===== src/rtl/add_tree_acc.sv =====
// add_tree_acc: registered binary adder tree over N_IN signed operands,
// followed by a bias/accumulate stage and a saturate + ReLU output stage.
// Latency from ivalid to ovalid is log2(N_IN)+2 cycles. OUT_W must not exceed ACC_W.
module add_tree_acc #(
    parameter int unsigned N_IN   = 8,
    parameter int unsigned DATA_W = 32,
    parameter int unsigned OUT_W  = 32,
    parameter int unsigned ACC_W  = 48
) (
    input  logic                     clk,
    input  logic                     rst_n,
    input  logic [N_IN*DATA_W-1:0]   din,
    input  logic [DATA_W-1:0]        bias,
    input  logic                     ivalid,
    input  logic                     ifirst,
    input  logic                     ilast,
    input  logic                     acc_mode,
    input  logic                     relu_en,
    output logic                     ovalid,
    output logic [OUT_W-1:0]         dout,
    output logic                     osat
);

    localparam int unsigned S     = $clog2(N_IN);
    localparam int unsigned TW    = DATA_W + S;
    localparam int unsigned NODES = N_IN - 1;
    localparam int unsigned ROOT  = N_IN - 2;
    localparam int unsigned BW    = S * DATA_W;
    localparam int unsigned HW    = ACC_W - OUT_W + 1;

    // Tree nodes are stored flat, stage by stage; stage s starts at N_IN - (N_IN >> s).
    function automatic int unsigned stage_off(input int unsigned s);
        return N_IN - (N_IN >> s);
    endfunction

    function automatic logic [TW-1:0] sext_op(input logic [DATA_W-1:0] x);
        return {{S{x[DATA_W-1]}}, x};
    endfunction

    logic [NODES*TW-1:0] tree_d, tree_q;
    logic [S-1:0]        vld_d, vld_q;
    logic [S-1:0]        first_d, first_q;
    logic [S-1:0]        last_d, last_q;
    logic [BW-1:0]       bias_d, bias_q;

    logic [TW-1:0]       root_sum;
    logic [DATA_W-1:0]   bias_tail;
    logic [ACC_W-1:0]    sum_ext, bias_ext;
    logic [ACC_W-1:0]    acc_d, acc_q;
    logic                res_vld_d, res_vld_q;

    logic [HW-1:0]       acc_hi;
    logic                ovf;
    logic [OUT_W-1:0]    sat_val;
    logic [OUT_W-1:0]    dout_d, dout_q;
    logic                osat_d, osat_q;
    logic                ovalid_d, ovalid_q;

    // Tree adders: leaves pair the input operands, later stages pair the previous stage.
    always_comb begin
        tree_d = '0;
        for (int unsigned k = 0; k < N_IN / 2; k++) begin
            tree_d[k*TW +: TW] = sext_op(din[(2*k)*DATA_W +: DATA_W])
                               + sext_op(din[(2*k+1)*DATA_W +: DATA_W]);
        end
        for (int unsigned s = 1; s < S; s++) begin
            for (int unsigned k = 0; k < (N_IN >> (s + 1)); k++) begin
                tree_d[(stage_off(s)+k)*TW +: TW] =
                    tree_q[(stage_off(s-1)+2*k)*TW +: TW]
                  + tree_q[(stage_off(s-1)+2*k+1)*TW +: TW];
            end
        end
    end

    // Side-band shift registers travel alongside the tree.
    always_comb begin
        vld_d   = (vld_q << 1)   | S'(ivalid);
        first_d = (first_q << 1) | S'(ifirst);
        last_d  = (last_q << 1)  | S'(ilast);
        bias_d  = BW'({bias_q, bias});
    end

    // Tree and side-band pipeline registers.
    always_ff @(posedge clk) begin
        if (!rst_n) begin
            tree_q  <= '0;
            vld_q   <= '0;
            first_q <= '0;
            last_q  <= '0;
            bias_q  <= '0;
        end else begin
            tree_q  <= tree_d;
            vld_q   <= vld_d;
            first_q <= first_d;
            last_q  <= last_d;
            bias_q  <= bias_d;
        end
    end

    // Accumulate stage: per-beat sum+bias, or group accumulation between ifirst and ilast.
    always_comb begin
        root_sum  = tree_q[ROOT*TW +: TW];
        bias_tail = bias_q[(S-1)*DATA_W +: DATA_W];
        sum_ext   = {{(ACC_W-TW){root_sum[TW-1]}}, root_sum};
        bias_ext  = {{(ACC_W-DATA_W){bias_tail[DATA_W-1]}}, bias_tail};
        acc_d     = acc_q;
        res_vld_d = 1'b0;
        if (vld_q[S-1]) begin
            if (!acc_mode || first_q[S-1]) begin
                acc_d = sum_ext + bias_ext;
            end else begin
                acc_d = acc_q + sum_ext;
            end
            res_vld_d = !acc_mode || last_q[S-1];
        end
    end

    // Output stage: saturate to OUT_W, then optional ReLU; hold when no result.
    always_comb begin
        acc_hi   = acc_q[ACC_W-1:OUT_W-1];
        ovf      = (|acc_hi) && !(&acc_hi);
        sat_val  = acc_q[OUT_W-1:0];
        if (ovf) begin
            sat_val = acc_q[ACC_W-1] ? {1'b1, {(OUT_W-1){1'b0}}}
                                     : {1'b0, {(OUT_W-1){1'b1}}};
        end
        dout_d   = dout_q;
        osat_d   = osat_q;
        ovalid_d = res_vld_q;
        if (res_vld_q) begin
            dout_d = (relu_en && sat_val[OUT_W-1]) ? '0 : sat_val;
            osat_d = ovf;
        end
    end

    // Accumulator and output registers.
    always_ff @(posedge clk) begin
        if (!rst_n) begin
            acc_q     <= '0;
            res_vld_q <= 1'b0;
            dout_q    <= '0;
            osat_q    <= 1'b0;
            ovalid_q  <= 1'b0;
        end else begin
            acc_q     <= acc_d;
            res_vld_q <= res_vld_d;
            dout_q    <= dout_d;
            osat_q    <= osat_d;
            ovalid_q  <= ovalid_d;
        end
    end

    assign ovalid = ovalid_q;
    assign dout   = dout_q;
    assign osat   = osat_q;

endmodule


===== config.mk =====
export PLATFORM = sky130hd
export DESIGN_NAME = add_tree_acc
export DESIGN_NICKNAME = d
export VERILOG_FILES = /design/src/rtl/add_tree_acc.sv
export SDC_FILE = /design/constraint.sdc
export NUM_CORES = 1
export LEC_CHECK = 0
export CORE_ASPECT_RATIO = 2
export CORE_MARGIN = 3
export CORE_UTILIZATION = 55
export DETAILED_ROUTE_END_ITERATION = 6
export PLACE_DENSITY = 0.79
export SYNTH_ARGS = -nofsm -noshare
export SYNTH_HDL_FRONTEND = slang
export SYNTH_SLANG_ARGS = --single-unit

===== constraint.sdc =====
create_clock -name clk -period 10.05 [get_ports clk]
set_clock_uncertainty 0.2 [all_clocks]
set_input_delay 3.015 -clock clk [delete_from_list [all_inputs] [get_ports clk]]
set_output_delay 3.015 -clock clk [all_outputs]
set_load 0.1 [all_outputs]

Word level (Yosys, flattened, before mapping)
Index checks and enable logic that the tools add are counted.
- bitwise operators: 3
- muxes and demuxes: 4
- $add $sub $neg: 9
- reductions and logical operators: 9
- operators with widths (operator ; count):
    32-bit by 32-bit adder with 33-bit output ; 4
    35-bit adder ; 3
    32-bit 2-to-1 mux ; 3
    48-bit adder ; 1
    48-bit 2-to-1 mux ; 1
    35-bit by 32-bit adder with 36-bit output ; 1
    17-bit AND reduction ; 1
    17-bit OR reduction ; 1
    3-bit by 1-bit bitwise OR with 3-bit output ; 3
    1-bit logical AND ; 2
    1-bit logical NOT ; 2
    1-bit logical OR ; 2
    2-bit AND reduction ; 1
- logic and storage cells: 35
- register bits after elaboration: 433
- output and inout bits: 34
- bits of input ports: 295

Longest topological paths before layout
Gate-level depths: netlist of the first run.
- depth in word-level cells: 6
- depth in mapped cells: 14
- mapped depth without buffers: 14

Least setup slack after synthesis of the first run
OpenSTA, ideal clock, no wires.
- kind: input -> register
- from: in din[192]
- to: reg tree_q[139]
- arrival time: 5.732 ns
- library setup time: 0.058 ns
- path buffers: 0
- data required time: 9.792 ns
- slack: 4.060 ns
- cell stages on the path: 13
- cells stage by stage: ha_1 > fa_1 > a21o_1 > a221oi_2 > o21ai_1 > o22ai_2 > o31ai_1 > nor3_1 > o21bai_1 > a221oi_2 > o21ai_1 > a2111oi_0 > o21a_1
- longest elaborated chain between the ends: 1
- RTL lines (item ; RTL line ; text):
    start: declaration ; 12 ; input logic [N_IN*DATA_W-1:0] din,
    32-bit by 32-bit adder with 33-bit output ; 64 ; + sext_op(din[(2*k+1)*DATA_W +: DATA_W]);
    end signal: assignment ; 92 ; tree_q <= tree_d;
    end: declaration ; 40 ; logic [NODES*TW-1:0] tree_d, tree_q;
Every way passes these cells.
A chain may end at the register's enable or synchronous reset.

Worst setup path in the final report of the first run
- from: in din[64]
- to: reg tree_q[69]
Same word-level chain as after synthesis.

==> Flow_metrics.wiki, run 1 <==
{| class="wikitable"
! Metric !! Value
|-
| Proportion of synthesized flip-flops having asynchronous set or reset || 0
|-
| Fraction of power consumed by the clock network || 0.281
|-
| Dpl ws || 2.905 ns
|-
| Sw power || 1.794 mW
|-
| I/O Pins || 329
|-
| PnR Total Power || 5.344 mW
|-
| Sequential fraction of the synthesis area || 0.3132
|-
| Aggregate routed wire length || 75.56 mm
|-
| Antenna-violating nets left || 0
|-
| Hold crit path type || reg -> reg
|-
| Number of instances in the synthesized netlist || 3168
|-
| Actual slew at the worst max-slew pin || 1.003 ns
|-
| Wire length per cell || 18.39 um
|-
| DIE HEIGHT || 320.3 um
|-
| Die Width || 163.1 um
|-
| Core area || 48640 um^2
|-
| Number of inserted diodes || 0
|-
| Share of post-route cells with drive strength above 1 || 0.02910
|-
| TritonCTS sink count || 425
|-
| Area enclosed by the die boundary || 52250 um^2
|-
| Post-route fraction of the period consumed by the critical path || 0.6636
|-
| Via Count || 24081
|-
| Number of hold violations in the final report || 0
|-
| Root buf cell || clkbuf_16
|-
| Number of global-route vias before repair || 24926
|-
| Setup TNS || 0 ns
|-
| Max-slew violation count || 0
|-
| Number of antenna violations at the first check in global routing || 0
|-
| Initial drt markers || 1112
|-
| Critical path endpoint category || flop
|-
| Filler instances || 4056
|-
| Number of cells traversed by the worst hold path || 1
|-
| H-tree depth || 2
|-
| Placed instance count || 4043
|-
| #FFs+latches synth || 425
|-
| Worst-path maximum fanout || 6
|-
| RSZ-0062 raised after global routing || no
|-
| Signed area change from the synthesized netlist to the final layout || 18.62%
|-
| Total GRT Usage || 0.2820
|-
| Total number of yosys warnings || 0
|-
| Drt first pass iters || 5
|-
| Setup slack of the critical path after layout || 3.380 ns
|-
| Clk pin slew, worst setup/hold paths || 0.07 ns
|-
| Clock insertion delay at the later pin of the skew report || 0.56 ns
|-
| Number of port buffers || 328
|-
| Hold-fix buffers, CTS || 0
|-
| Leading register cell type out of synthesis || dfxtp_1
|-
| Status || finished, final reports clean
|-
| TritonCTS clock tree || yes
|-
| Final setup viols || 0
|-
| R2R cell count || 15
|-
| Internal portion of total power || 3.550 mW
|-
| Combinational fraction of design power || 0.340
|-
| Net count, final || 4058
|-
| Slew headroom || 0.3294
|-
| First-pass GRT wire length || 120.3 mm
|-
| Site row count || 114
|-
| Commonest non-fill, non-tap cells in the layout || 424 x dfxtp_1, 327 x clkdlybuf4s50_1, 324 x a21oi_1
|-
| Count of non-filler cells in the finished layout || 4109
|-
| Final Wtd Congestion || 0.9435
|-
| Number of buffers on the longest clock path || 3
|-
| Starting utilization of the core area || 0.5584
|-
| Fmax || 149.9 MHz
|-
| Count of flip-flops with a built-in enable after synthesis || 0
|-
| Shortest clock period the worst path allows after layout || 6.670 ns
|-
| Number of CTS-inserted buffers || 37
|-
| Arrival time at the worst endpoint || 6.95 ns
|-
| Post-Syn Area || 27160 um^2
|-
| Count of unique library cells instantiated by Yosys || 84
|-
| Register share of total power || 0.379
|-
| DR vias/cell || 5.861
|-
| Switch share || 0.3357
|-
| CP required || 10.33 ns
|-
| Grt ovf || 0
|-
| Startpoint types || primary input
|-
| DRC violation count after routing || 0
|-
| Pin count of the biggest net entering global routing || 114
|-
| Avg Cell Area, Syn || 8.574 um^2
|-
| Post-CTS Repair Setup Buffers || 0
|-
| Leakage power || 14.71 nW
|-
| Critical setup path kind || in -> reg
|-
| Resize count post-CTS || 0
|-
| Most common cell after layout, fill and taps aside || dfxtp_1
|-
| DP HPWL || 60.90 mm
|-
| VDD IR-drop max || 0.1450 mV
|-
| # Max-Cap Violations || 0
|-
| Power per cell area || 165.9 nW/um^2
|-
| Post-Syn Nets || 3782
|}
==> registers in the layout, indices dropped and copies added (netlist names) <==
| name | flops |
|---|---|
| acc_q | 48 |
| bias_q | 96 |
| dout | 32 |
| first_q | 3 |
| last_q | 3 |
| osat | 1 |
| ovalid | 1 |
| ovalid_d | 1 |
| tree_q | 237 |
| vld_q | 3 |
==> path summary, 6_finish.rpt <==
check	startpoint	endpoint	slack, ns
worst max register to register	acc_q[0]	acc_q[44]	5.82
worst max-delay path	din[64]	tree_q[69]	3.38
worst min-delay path	bias_q[43]	bias_q[75]	0.23
worst min register to register	bias_q[43]	bias_q[75]	0.23
==> kinds of logic (layout without fill, tap and decap cells) <==
logic type | Yosys count | in the layout | share of synthesized area
AO/OA/AOI/OAI | 1007 | 1007 | 0.2387
AND/OR/NAND/NOR | 932 | 932 | 0.1820
flip-flops | 425 | 425 | 0.3132
adder cells (fa/ha/maj) | 319 | 319 | 0.1494
XOR/XNOR | 256 | 256 | 0.08255
buffers and inverters | 219 | 522 | 0.03040
multiplexers | 10 | 10 | 0.003731
==> per-stage QoR <==
step	area, um^2	utilization	hold slack [ns]
after floorplan	27160	-	0.2119
after global placement	30960	0.6366	0.2144
after detailed placement	30960	0.6366	0.2169
after CTS	32220	0.6624	0.2284
after global routing	32220	0.6624	0.2489
final	32220	0.6624	0.2312
==> area by class of cell <==
class	instances	area [um^2]	area share
Multi-Input combinational cell	2524	17840	0.5537
Sequential cell	425	8509	0.2641
Timing Repair Buffer	341	3385	0.1050
Clock buffer	45	965.9	0.02998
Tap cell	638	798.3	0.02478
Inverter	115	431.7	0.01340
Clock inverter	21	290.3	0.009009
==> cell usage after synthesis (all sizes together) (9+ instances only) <==
master,count,area [um^2]
a211o,11,96.34
a211oi,20,150.1
a21boi,11,82.58
a21o,184,1381
a21oi,325,1630
a31oi,29,202.7
a41oi,10,87.58
and2,291,1821
and3,23,143.9
clkbuf,96,360.4
dfxtp,425,8508
fa,9,180.2
ha,310,3879
inv,115,431.7
mux2i,9,90.09
nand2,156,585.6
nand2b,34,212.7
nand3,54,270.3
nand4,37,231.5
nor2,187,701.9
nor2b,48,300.3
nor3,36,180.2
nor4,14,87.58
o211a,13,130.1
o211ai,29,231.5
o21a,27,202.7
o21ai,179,895.9
o21bai,53,397.9
o22ai,35,225.2
o31ai,18,145.1
or3,10,62.56
xnor2,145,1270
xor2,111,972.2
==> power groups by stage <==
stage	sequential [mW]	combinational [mW]	clock, mW
2_1_floorplan	2.00	1.31	0
3_5_place_dp	2.06	1.79	0
4_1_cts	2.03	1.81	1.53
6_report	2.03	1.82	1.50
5_1_grt	2.04	2.01	1.59
3_3_place_gp	2.06	1.75	0
==> worst max-delay path, stage by stage <==
cell             delay [ns]
clkdlybuf4s50_1        0.41
ha_1                   0.23
fa_1                   0.41
a21o_1                 0.20
a21oi_1                0.26
o21bai_1               0.11
a21oi_1                0.25
o21bai_1               0.10
a21oi_1                0.55
o211ai_1               0.20
a21oi_1                0.42
o31ai_1                0.17
a2111oi_0              0.46
o21a_1                 0.17
==> routing by layer <==
| metal | part of all wire | vias up | GRT usage |
|---|---|---|---|
| met5 | 0 | - | 0 |
| met4 | 0.076 | 0 | 0.1925 |
| met3 | 0.031 | 270 | 0.02572 |
| met2 | 0.55 | 725 | 0.5591 |
| met1 | 0.35 | 11202 | 0.2634 |
| li1 | - | 11884 | - |
No activity file was read; power rests on OpenSTA's default activity.
==> inputs of run 2 (changes only) <==
clock period = 6.35 ns   (was 10.05 ns; I/O delays follow)
==> Flow_metrics.wiki, run 2 (synthesis gave the netlist of run 1 again) <==
{| class="wikitable"
! Metric !! Value
|-
| Worst Hold Endpoint || first_q[2] (was bias_q[75])
|-
| Startpoint types || primary input (unchanged)
|-
| Post-CTS Repair Setup Buffers || 0 (unchanged)
|-
| Setup TNS || 0 ns (unchanged)
|-
| Core area || 48640 um^2 (unchanged)
|-
| Worst r2r src || tree_q[210] (was acc_q[0])
|-
| Hold crit path type || reg -> reg (unchanged)
|-
| Via Count || 23973 (was 24081)
|-
| Number of buffers and inverters on the critical path || 1 (unchanged)
|-
| Actual slew at the worst max-slew pin || 1.001 ns (was 1.003 ns)
|-
| Number of cells traversed by the worst hold path || 1 (unchanged)
|-
| Post-route fraction of the period consumed by the critical path || 0.8419
|-
| VDD IR-drop max || 0.2093 mV (was 0.1450 mV)
|-
| Number of hold violations in the final report || 0 (unchanged)
|-
| Grt ovf || 0 (unchanged)
|-
| Power per cell area || 264.2 nW/um^2 (was 165.9 nW/um^2)
|-
| Worst reg2reg setup slack || 2.23 ns (was 5.82 ns)
|-
| Filler instances || 4089 (was 4056)
|-
| Maximum single-stage delay on the critical path || 0.52 ns (was 0.55 ns)
|-
| Dpl ws || 0.4606 ns (was 2.905 ns)
|-
| Commonest non-fill, non-tap cells in the layout || 424 x dfxtp_1, 327 x clkdlybuf4s50_1, 324 x a21oi_1 (unchanged)
|-
| Worst Min Path Start || first_q[1] (was bias_q[43])
|-
| Number of buffers on the longest clock path || 3 (unchanged)
|-
| R2R cell count || 15 (unchanged)
|-
| I/O Pins || 329 (unchanged)
|-
| RSZ-0062 raised after global routing || no (unchanged)
|-
| Kind of cell with the highest combined delay on the critical path || compound AO/OA/AOI/OAI gates (unchanged)
|-
| Clk pin slew, worst setup/hold paths || 0.07 ns (about the same)
|-
| Status || finished, final reports clean (unchanged)
|-
| Number of port buffers || 328 (unchanged)
|-
| Hold-fix buffers, CTS || 0 (unchanged)
|-
| Number of CTS-inserted buffers || 38 (was 37)
|-
| Total GRT Usage || 0.2769 (was 0.2820)
|-
| TritonCTS sink count || 425 (unchanged)
|-
| Critical path endpoint category || flop (unchanged)
|-
| Slowest cell on crit path || a2111oi_0 (was a21oi_1)
|-
| Resize count post-CTS || 0 (unchanged)
|-
| Site row count || 114 (unchanged)
|-
| Clock insertion delay at the later pin of the skew report || 0.56 ns (about the same)
|-
| Max-slew violation count || 0 (unchanged)
|-
| CP required || 6.65 ns (was 10.33 ns)
|-
| Setup slack of the critical path after layout || 1.004 ns (was 3.380 ns)
|-
| DIE HEIGHT || 320.3 um (unchanged)
|-
| Final Wtd Congestion || 0.9546 (was 0.9435)
|-
| Slew headroom || 0.3303 (was 0.3294)
|-
| Starting utilization of the core area || 0.5584 (unchanged)
|-
| Fmax || 187.1 MHz
|-
| First-pass GRT wire length || 118.8 mm (was 120.3 mm)
|-
| Share of post-route cells with drive strength above 1 || 0.02997 (was 0.02910)
|-
| Register with the most flip-flops || tree_q (unchanged)
|-
| CP Cell Sequence || clkdlybuf4s50_1 -> ha_1 -> fa_1 -> a21o_1 -> a221oi_2 -> o21ai_1 -> o22ai_2 -> o31ai_1 -> nor3_1 -> o21bai_1 -> a221oi_2 -> o21ai_1 -> a2111oi_0 -> o21a_1 (was clkdlybuf4s50_1 -> ha_1 -> fa_1 -> a21o_1 -> a21oi_1 -> o21bai_1 -> a21oi_1 -> o21bai_1 -> a21oi_1 -> o211ai_1 -> a21oi_1 -> o31ai_1 -> a2111oi_0 -> o21a_1)
|-
| DR vias/cell || 5.834 (was 5.861)
|-
| Aggregate routed wire length || 74.17 mm (was 75.56 mm)
|-
| # Max-Cap Violations || 0 (unchanged)
|-
| Shortest clock period the worst path allows after layout || 5.346 ns
|-
| Final setup viols || 0 (unchanged)
|-
| DRC violation count after routing || 0 (unchanged)
|-
| TritonCTS clock tree || yes (unchanged)
|-
| DP HPWL || 59.60 mm (was 60.90 mm)
|-
| Most common cell after layout, fill and taps aside || dfxtp_1 (unchanged)
|-
| H-tree depth || 2 (unchanged)
|-
| Initial drt markers || 1291 (was 1112)
|-
| PnR Total Power || 8.535 mW (was 5.344 mW)
|-
| Endpoint of the worst-slack reg-to-reg timing path || acc_q[44] (unchanged)
|-
| Antenna-violating nets left || 0 (unchanged)
|-
| Wire length per cell || 18.05 um (was 18.39 um)
|-
| Net count, final || 4059 (was 4058)
|-
| Registers with the most flip-flops || tree_q x237, bias_q x96, acc_q x48 (unchanged)
|-
| Root buf cell || clkbuf_16 (unchanged)
|-
| Number of global-route vias before repair || 24814 (was 24926)
|-
| Number of antenna violations at the first check in global routing || 1 (was 0)
|-
| Worst-path maximum fanout || 4 (was 6)
|-
| Flip-flop count of the largest register after layout || 237 (unchanged)
|-
| Leakage power || 14.75 nW (was 14.71 nW)
|-
| Pin count of the biggest net entering global routing || 224 (was 114)
|-
| Die Width || 163.1 um (unchanged)
|-
| Signed area change from the synthesized netlist to the final layout || 18.95% (was 18.62%)
|-
| Area enclosed by the die boundary || 52250 um^2 (unchanged)
|-
| Arrival time at the worst endpoint || 5.64 ns (was 6.95 ns)
|-
| Critical setup path kind || in -> reg (unchanged)
|-
| Drt first pass iters || 5 (unchanged)
|}
[run 2: final cells by class]
type / instances / area, um^2 / share of cell area
clock inverters: 17 / 236.5 / 0.007320
clock buffers: 48 / 1092 / 0.03381
well taps: 638 / 798.3 / 0.02471
diodes: 1 / 2.502 / 0.00007746
inverters: 115 / 431.7 / 0.01336
flip-flops and latches: 425 / 8509 / 0.2634
multi-input cells: 2524 / 17840 / 0.5522
repair buffers: 341 / 3397 / 0.1051
[run 2: metrics by stage]
step	hold WS [ns]	utilization	cell area [um^2]	instances
final	0.2168	0.6642	32310	4109
after global routing	0.2256	0.6642	32310	4109
after CTS	0.2225	0.6642	32300	4108
after detailed placement	0.2179	0.6369	30980	4043
after global placement	0.2148	0.6369	30980	4043
after floorplan	0.2119	-	27160	3168
[run 2: worst max path at each step]
| stage | slack, ns | to | startpoint | depth (start not counted) |
|---|---|---|---|---|
| finish | 1.00 | tree_q[139] | din[192] | 14 |
| global route | 0.78 | tree_q[139] | din[192] | 14 |
| CTS | 1.05 | tree_q[139] | din[192] | 14 |
| detailed placement | 0.46 | tree_q[139] | din[192] | 14 |
| global placement | 0.64 | tree_q[139] | din[192] | 14 |
| floorplan | 1.47 | tree_q[139] | din[192] | 13 |
[run 2: report_power, final]
part | switching (mW) | internal, mW
clock network | 1.03 | 1.43
registers | 0.218 | 2.99
logic | 1.58 | 1.29
total | 2.83 | 5.70
[run 2: layer usage]
layer	global-route usage	vias up	wire (um)
li1	-	11894	-
met1	0.2609	11157	25750
met2	0.5518	674	40810
met3	0.02391	248	2246
met4	0.1799	0	5363
met5	0	-	0
